File: config.mk
export PLATFORM = sky130hd
export DESIGN_NAME = cache_controller
export DESIGN_NICKNAME = d
export VERILOG_FILES = /design/src/rtl/cache_controller_pkg.sv /design/src/rtl/cache_controller_mem_latency_timer.sv /design/src/rtl/cache_controller.sv
export SDC_FILE = /design/constraint.sdc
export NUM_CORES = 1
export LEC_CHECK = 0
export ABC_AREA = 1
export CAP_MARGIN = 40
export CELL_PAD_IN_SITES_DETAIL_PLACEMENT = 1
export CELL_PAD_IN_SITES_GLOBAL_PLACEMENT = 2
export CORE_ASPECT_RATIO = 0.75
export CORE_UTILIZATION = 30
export DETAILED_ROUTE_END_ITERATION = 10
export DONT_BUFFER_PORTS = 1
export PLACE_DENSITY = 0.78
export SETUP_SLACK_MARGIN = 0.4
export SLEW_MARGIN = 20
export SYNTH_ARGS = -nofsm -noshare
export SYNTH_HDL_FRONTEND = slang
export SYNTH_SLANG_ARGS = --single-unit
File: constraint.sdc
create_clock -name clk -period 1.8 [get_ports clk]
set_clock_uncertainty 0.1 [all_clocks]
set_input_delay 0.27 -clock clk [delete_from_list [all_inputs] [get_ports clk]]
set_output_delay 0.27 -clock clk [all_outputs]
set_load 0.03 [all_outputs]
File: src/rtl/cache_controller_pkg.sv
// cache_pkg: shared cache geometry and controller state encoding.
package cache_pkg;
    localparam int ADDR_W   = 15;
    localparam int WORD_W   = 32;
    localparam int OFFSET_W = 2;
    localparam int INDEX_W  = 9;
    localparam int TAG_W    = 4;
    typedef enum logic [2:0] {IDLE, COMPARE, MISS_WAIT, FILL, DONE} state_t;
endpackage

File: src/rtl/cache_controller_mem_latency_timer.sv
// mem_latency_timer: loadable down-counter that holds at zero and flags it.
module mem_latency_timer
    import cache_pkg::*;
#(
    parameter int W = 3
) (
    input  logic         clk,
    input  logic         rst,
    input  logic         load,
    input  logic         en,
    input  logic [W-1:0] load_val,
    output logic         zero
);
    logic [W-1:0] cnt;
    always_ff @(posedge clk) begin
        if (rst) cnt <= '0;
        else if (load) cnt <= load_val;
        else if (en && cnt != '0) cnt <= cnt - W'(1);
    end
    assign zero = cnt == '0;
endmodule

File: src/rtl/cache_controller.sv
// cache_controller: read-miss sequencing FSM for a direct-mapped cache.
// Optional STATS_EN adds saturating hit/miss counters; otherwise they read 0.
module cache_controller
    import cache_pkg::*;
#(
    parameter int MEM_LATENCY = 4,
    parameter int CNT_W       = 32
) (
    input  logic             clk,
    input  logic             rst,
    input  logic             MemRead,
    input  logic             hit,
    output logic             mem_read,
    output logic             cache_write,
    output logic             DataReady,
    output logic             HMbar,
    output logic [CNT_W-1:0] hit_count,
    output logic [CNT_W-1:0] miss_count
);
    localparam int TW = $clog2(MEM_LATENCY) + 1;
    state_t state;
    logic   t_zero;
    mem_latency_timer #(.W(TW)) u_timer (
        .clk     (clk),
        .rst     (rst),
        .load    (state == COMPARE && !hit),
        .en      (state == MISS_WAIT),
        .load_val(TW'(MEM_LATENCY - 1)),
        .zero    (t_zero)
    );
    always_ff @(posedge clk) begin
        if (rst) begin
            state       <= IDLE;
            mem_read    <= 1'b0;
            cache_write <= 1'b0;
            DataReady   <= 1'b0;
            HMbar       <= 1'b0;
        end else begin
            case (state)
                IDLE: if (MemRead) state <= COMPARE;
                COMPARE: begin
                    state     <= hit ? DONE : MISS_WAIT;
                    HMbar     <= hit;
                    DataReady <= hit;
                    mem_read  <= !hit;
                end
                MISS_WAIT: if (t_zero) begin
                    state       <= FILL;
                    mem_read    <= 1'b0;
                    cache_write <= 1'b1;
                end
                // an abandoned request still completes its fill but never signals ready
                FILL: begin
                    cache_write <= 1'b0;
                    state       <= MemRead ? DONE : IDLE;
                    DataReady   <= MemRead;
                end
                DONE: if (!MemRead) begin
                    state     <= IDLE;
                    DataReady <= 1'b0;
                    HMbar     <= 1'b0;
                end
                default: state <= IDLE;
            endcase
        end
    end
`ifdef STATS_EN
    always_ff @(posedge clk) begin
        if (rst) begin
            hit_count  <= '0;
            miss_count <= '0;
        end else if (state == COMPARE) begin
            if (hit && !(&hit_count)) hit_count <= hit_count + CNT_W'(1);
            if (!hit && !(&miss_count)) miss_count <= miss_count + CNT_W'(1);
        end
    end
`else
    assign hit_count  = '0;
    assign miss_count = '0;
`endif
endmodule

* After elaboration in Yosys (flattened, before gate mapping)
Cells that the tools add are included.
** Word-level totals
- Flip-flop bits (word level) :: 10
- Bits in latches :: 0
- RAM bits :: 0
- Bits in read-only memories :: 0
- Bits of input ports :: 4
- Output and inout port bits :: 68
- Memories :: 0
** Cells by class
- Add/sub/neg operators :: 1
- Multiply operators :: 0
- Div/mod/pow operators :: 0
- Magnitude comparators :: 0
- Eq/ne operators :: 7
- Shift-type cells :: 0
- Multiplexer cells :: 15
- Bitwise operators :: 0
- Reductions and logical operators :: 17
** Operators with widths (count)
- $mux 3 :: 5
- $pmux 3 s5 :: 1
- $reduce_and 2->1 :: 4
- $reduce_bool 2->1 :: 4
- $eq 3x2->1 const B :: 2
- $logic_not 3->1 :: 2
- $ne 2x2->1 const B :: 3
- $pmux 1 s2 :: 3
- $reduce_bool 3->1 :: 2
- $mux 2 :: 2
- $eq 3x1->1 const B :: 1
- $eq 3x3->1 const B :: 1
- $mux 1 :: 3
- $pmux 1 s3 :: 1
- $reduce_and 3->1 :: 1
- $sub 3x1->3 const B :: 1
- $logic_and 1x1->1 :: 2
- $reduce_or 2->1 :: 1
- $logic_not 1->1 :: 1

* Logic depth before layout (Yosys ltp)
- Depth in word-level cells :: 4
- Mapped depth :: 9
- Gate-level depth less buffers :: 9

* Modules after synthesis
A second synthesis with hierarchy kept.
** Second synthesis, totals
- Cells, all modules :: 145
- Area, all modules :: 1009.7 um2
** Modules (own cells, without submodules)
- cache_controller :: instances 1, cells an instance 111, area an instance 808.3 um2
- mem_latency_timer :: instances 1, cells an instance 34, area an instance 201.4 um2

* Least setup slack after synthesis
No wires, ideal clock.
- Path type :: register to register
- From :: register u_timer.cnt[0]
- To :: register u_timer.cnt[1]
- Setup time :: 109 ps
- Data arrival time :: 1124 ps
- Data required time :: 1591 ps
- Path slack :: 467 ps
- Cell stages (with the launch flop) :: 10
- Cells stage by stage :: dfxtp_1 -> inv_1 -> ha_1 -> ha_1 -> inv_1 -> nand3_2 -> nand2_1 -> nand3_2 -> nand2_1 -> inv_1
** On the way
- Cells in the longest elaborated chain, start to end :: 3
- Elaborated cells on any way between the ends :: 6
- Those cells by class :: add/sub (1); mux (2); reduce/logical (3)
** RTL lines
- start, declared :: RTL line cache_controller_mem_latency_timer.sv:14 : logic [W-1:0] cnt;
- start signal, assigned :: RTL line cache_controller_mem_latency_timer.sv:17 : else if (load) cnt <= load_val;
- start signal, assigned :: RTL line cache_controller_mem_latency_timer.sv:18 : else if (en && cnt != '0) cnt <= cnt - W'(1);
- $sub 3x1->3 or $reduce_bool 3->1 (tied branches) :: RTL line cache_controller_mem_latency_timer.sv:18
- $mux 2 or $logic_and 1x1->1 (tied branches) :: RTL line cache_controller_mem_latency_timer.sv:18
- $mux 2 or $reduce_bool 2->1 (tied branches)
Parallel ways exist; a longest one is shown, timed or not. The select of a mux whose other input is x is not followed.
A chain may end at the register's enable or synchronous reset.

* Worst setup path after layout
Ends and elaborated chain as after synthesis.

==> impl_metrics.csv <==
group,metric,value,unit
global_route,grt_start_max_net_pins,12,
clocking,cts_tree,"yes",
yosys,syn-instance-count,135,
yosys,yosysTopAreaCellShare,0.488,
detailed_routing,dr.pass1.iters,4,
detailed_routing,wirelength,1.70,mm
final_layout,fillers,410,
timing,rsz0062_at_grt,"no",
clocking,clk_latency,0.23,ns
power_and_ir_drop,p_int,426,uW
power_and_ir_drop,comb_power_share,0.361,
detailed_routing,topRoutingLayerUsed,"met4",
global_route,grt_pass1_wl,2.24,mm
timing,layout_setup_ws,0.437,ns
detailed_routing,wl_met2,855,um
yosys,synth_area_leaders,"buf_4 49%, dfxtp_1 20%, inv_1 4.9%, nand2_1 4.1%, nand3_1 4.0%",
worst_setup_path,slowest_stage,"dfxtp_2",
worst_setup_path,arrival,1.39,ns
yosys,synth_common_cells,"65 x buf_4, 13 x inv_1, 11 x nand2_1",
timing,fin_crit_sh,0.757,
detailed_routing,wl_met3,203,um
floorplan,rows,17,
detailed_routing,first_iter_violations,22,
final_layout,n_antenna_cell,0,
timing,finalMaxSlewViolations,0,
yosys,yosysWarnings,0,
global_route,overflow,0,
floorplan,coreArea,3060,um2
yosys,syn_area,1000,um2
placed_design,dp_hpwl,1.28,mm
final_layout,nets,146,
timing,hold_violations,0,
placed_design,dp_slack,0.344,ns
yosys,async_flop_share,0,
min_path,hp-class,"in2reg",
placed_design,place_area,796,um2
power_and_ir_drop,p_sw,348,uW
final_layout,drive_gt1_frac,0.138,
final_layout,final_cell_area,891,um2
clocking,h-tree-depth,1,
timing,setup_tns,0,ns
clocking,cts_buffer_depth,2,
power_and_ir_drop,p_per_area,870,nW/um2
clocking,numCtsBuffers,3,
floorplan,io_pins,72,
yosys,synth_edf_count,0,
run,cap_violations,0,
detailed_routing,wl_met1,632,um
worst_setup_path,cp-end-kind,"register",
floorplan,die_area,3570,um2
worst_setup_path,path_max_fanout,4,
worst_setup_path,crit_top_cell,"inv_1",
yosys,ys_ff_latch,10,
timing,fmax,734,MHz
yosys,syn_avg_cell_area,7.41,um2
detailed_routing,viasPerCell,3.59,
worst_setup_path,path_class,"reg2reg",
power_and_ir_drop,leakage,0.000473,uW
global_route,antenna_found_initial,0,
clocking,clock_sinks,10,
worst_setup_path,r2r-start,"u_timer.cnt[0]",
min_path,hold_path.startpoint,"rst",
yosys,synth.most_common_cell,"buf_4",
worst_setup_path,slowest_delay,0.32,ns
yosys,ys_types,15,
global_route,grt_pass1_vias,519,
placed_design,gp_congestion,0.755,
outcome,status,"finished, final reports clean",
power_and_ir_drop,ir_drop,0.229,mV
yosys,seq_area_frac_synth,0.200,
floorplan,die_w,68.7,um
clocking,root_buffer,"clkbuf_8",
timing,setup_viol,0,
power_and_ir_drop,switching_share,0.450,
detailed_routing,ant_nets,0,
power_and_ir_drop,pwr-share-clk,0.293,
power_and_ir_drop,seq_power_share,0.346,
floorplan,die_y,52.0,um
detailed_routing,wl_per_cell,9.68,um
floorplan,initial_utilization,0.326,
detailed_routing,route.detailed.drc,0,
final_layout,final_util,0.291,
yosys,ys.flop_type,"dfxtp_1",
placed_design,place_inst,171,
worst_setup_path,crit_start,"u_timer.cnt[0]",
final_layout,syn_to_final_growth,-10.9,%
worst_setup_path,startpoint_type,"register",
yosys,yosysTopAreaCell,"buf_4",
worst_setup_path,cp.required,1.83,ns
placed_design,port_buffers,0,
detailed_routing,routed-via-count,631,
global_route,grt_util_all_layers,0.0894,
timing,fin_crit,1.36,ns
final_layout,finalNonFillerCells,176,
worst_setup_path,crit_path_cell_trace,"inv_1, ha_2, ha_4, inv_4, nand3_4, nand2_2, nand3_2, nand2_1, inv_1",
clocking,clk_pin_slew_worst_paths,0.04,ns
## cells by family after synthesis
group / after synthesis / synth area share
flops: 10 / 0.200
compound gates: 7 / 0.0350
simple gates: 36 / 0.195
other cells: 1 / 0.00375
fa+ha+maj: 2 / 0.0250
buf+inv: 79 / 0.541
## placed cells by master (no fill, tap or decap)
cell type	synthesis	layout
a21oi_2	0	1
nand3_1	8	8
conb_1	1	64
dlygate4sd3_1	0	1
nand4_1	5	5
buf_4	65	1
dfxtp_2	0	2
nand2_1	11	9
clkbuf_8	0	3
nand3_4	0	1
ha_2	0	1
dfxtp_1	10	8
inv_2	1	1
nand2_4	1	1
nor2_4	2	2
ha_4	0	1
a21oi_1	7	6
inv_4	0	1
inv_1	13	12
nand2_2	1	3
nand3_2	2	1
nor2_1	6	6
## stage by stage
stage	total power [uW]	hold WS (ns)
after floorplan	612	0.239
after global placement	516	0.242
after detailed placement	521	0.245
after CTS	765	0.00119
after global routing	815	0.00568
final	775	0.00946
## power groups by stage
| stage | clock network [uW] | logic (uW) | registers [uW] |
|---|---|---|---|
| floorplan | 0 | 347 | 264 |
| detailed placement | 0 | 251 | 271 |
| finish | 227 | 280 | 268 |
| global placement | 0 | 246 | 270 |
| CTS | 237 | 261 | 267 |
| global route | 243 | 302 | 270 |
## worst max-delay path: cells and delay by family (launching register included)
kind | cells | cell delay (ns)
and+or+nand+nor | 4 | 0.29
DFF | 1 | 0.32
buffers and inverters | 3 | 0.17
adders and majority gates | 2 | 0.37
## cell type report
type | instances | area, um2 | area share
well taps | 38 | 47.5 | 0.0534
repair buffers | 2 | 17.5 | 0.0197
clock buffers | 3 | 41.3 | 0.0463
multi-input cells | 109 | 527 | 0.591
flip-flops and latches | 10 | 203 | 0.228
inverters | 14 | 55.1 | 0.0618
## timing repair
item | in CTS | in global routing
cloned | 0 | 0
hold buffers | 1 | 0
setup endpoints to repair | 2 | 2
resized for setup | 3 | 8
hold endpoints to repair | 4 | 0
setup buffers | 1 | 0
pin swaps | 1 | 1
## sequential cells by signal (all words and copies together), names as in the netlist
signal       cells
state            3
HMbar            1
cache_write      1
mem_read         1
DataReady        1
u_timer.cnt      3
## per-layer routing
layer	vias to the layer above	global-route usage
li1	299	-
met1	285	0.0948
met2	45	0.144
met3	2	0.0482
met4	0	0.0417
met5	-	0
## path summary, 6_finish.rpt
check | end | slack, ns | cells past startpoint
worst min register to register | u_timer.cnt[2] | 0.39 | 2
worst max-delay path | u_timer.cnt[1] | 0.44 | 9
worst max register to register | u_timer.cnt[1] | 0.44 | 9
worst min-delay path | state[0] | 0.009 | 1
No activity file was read; power rests on OpenSTA's default activity.
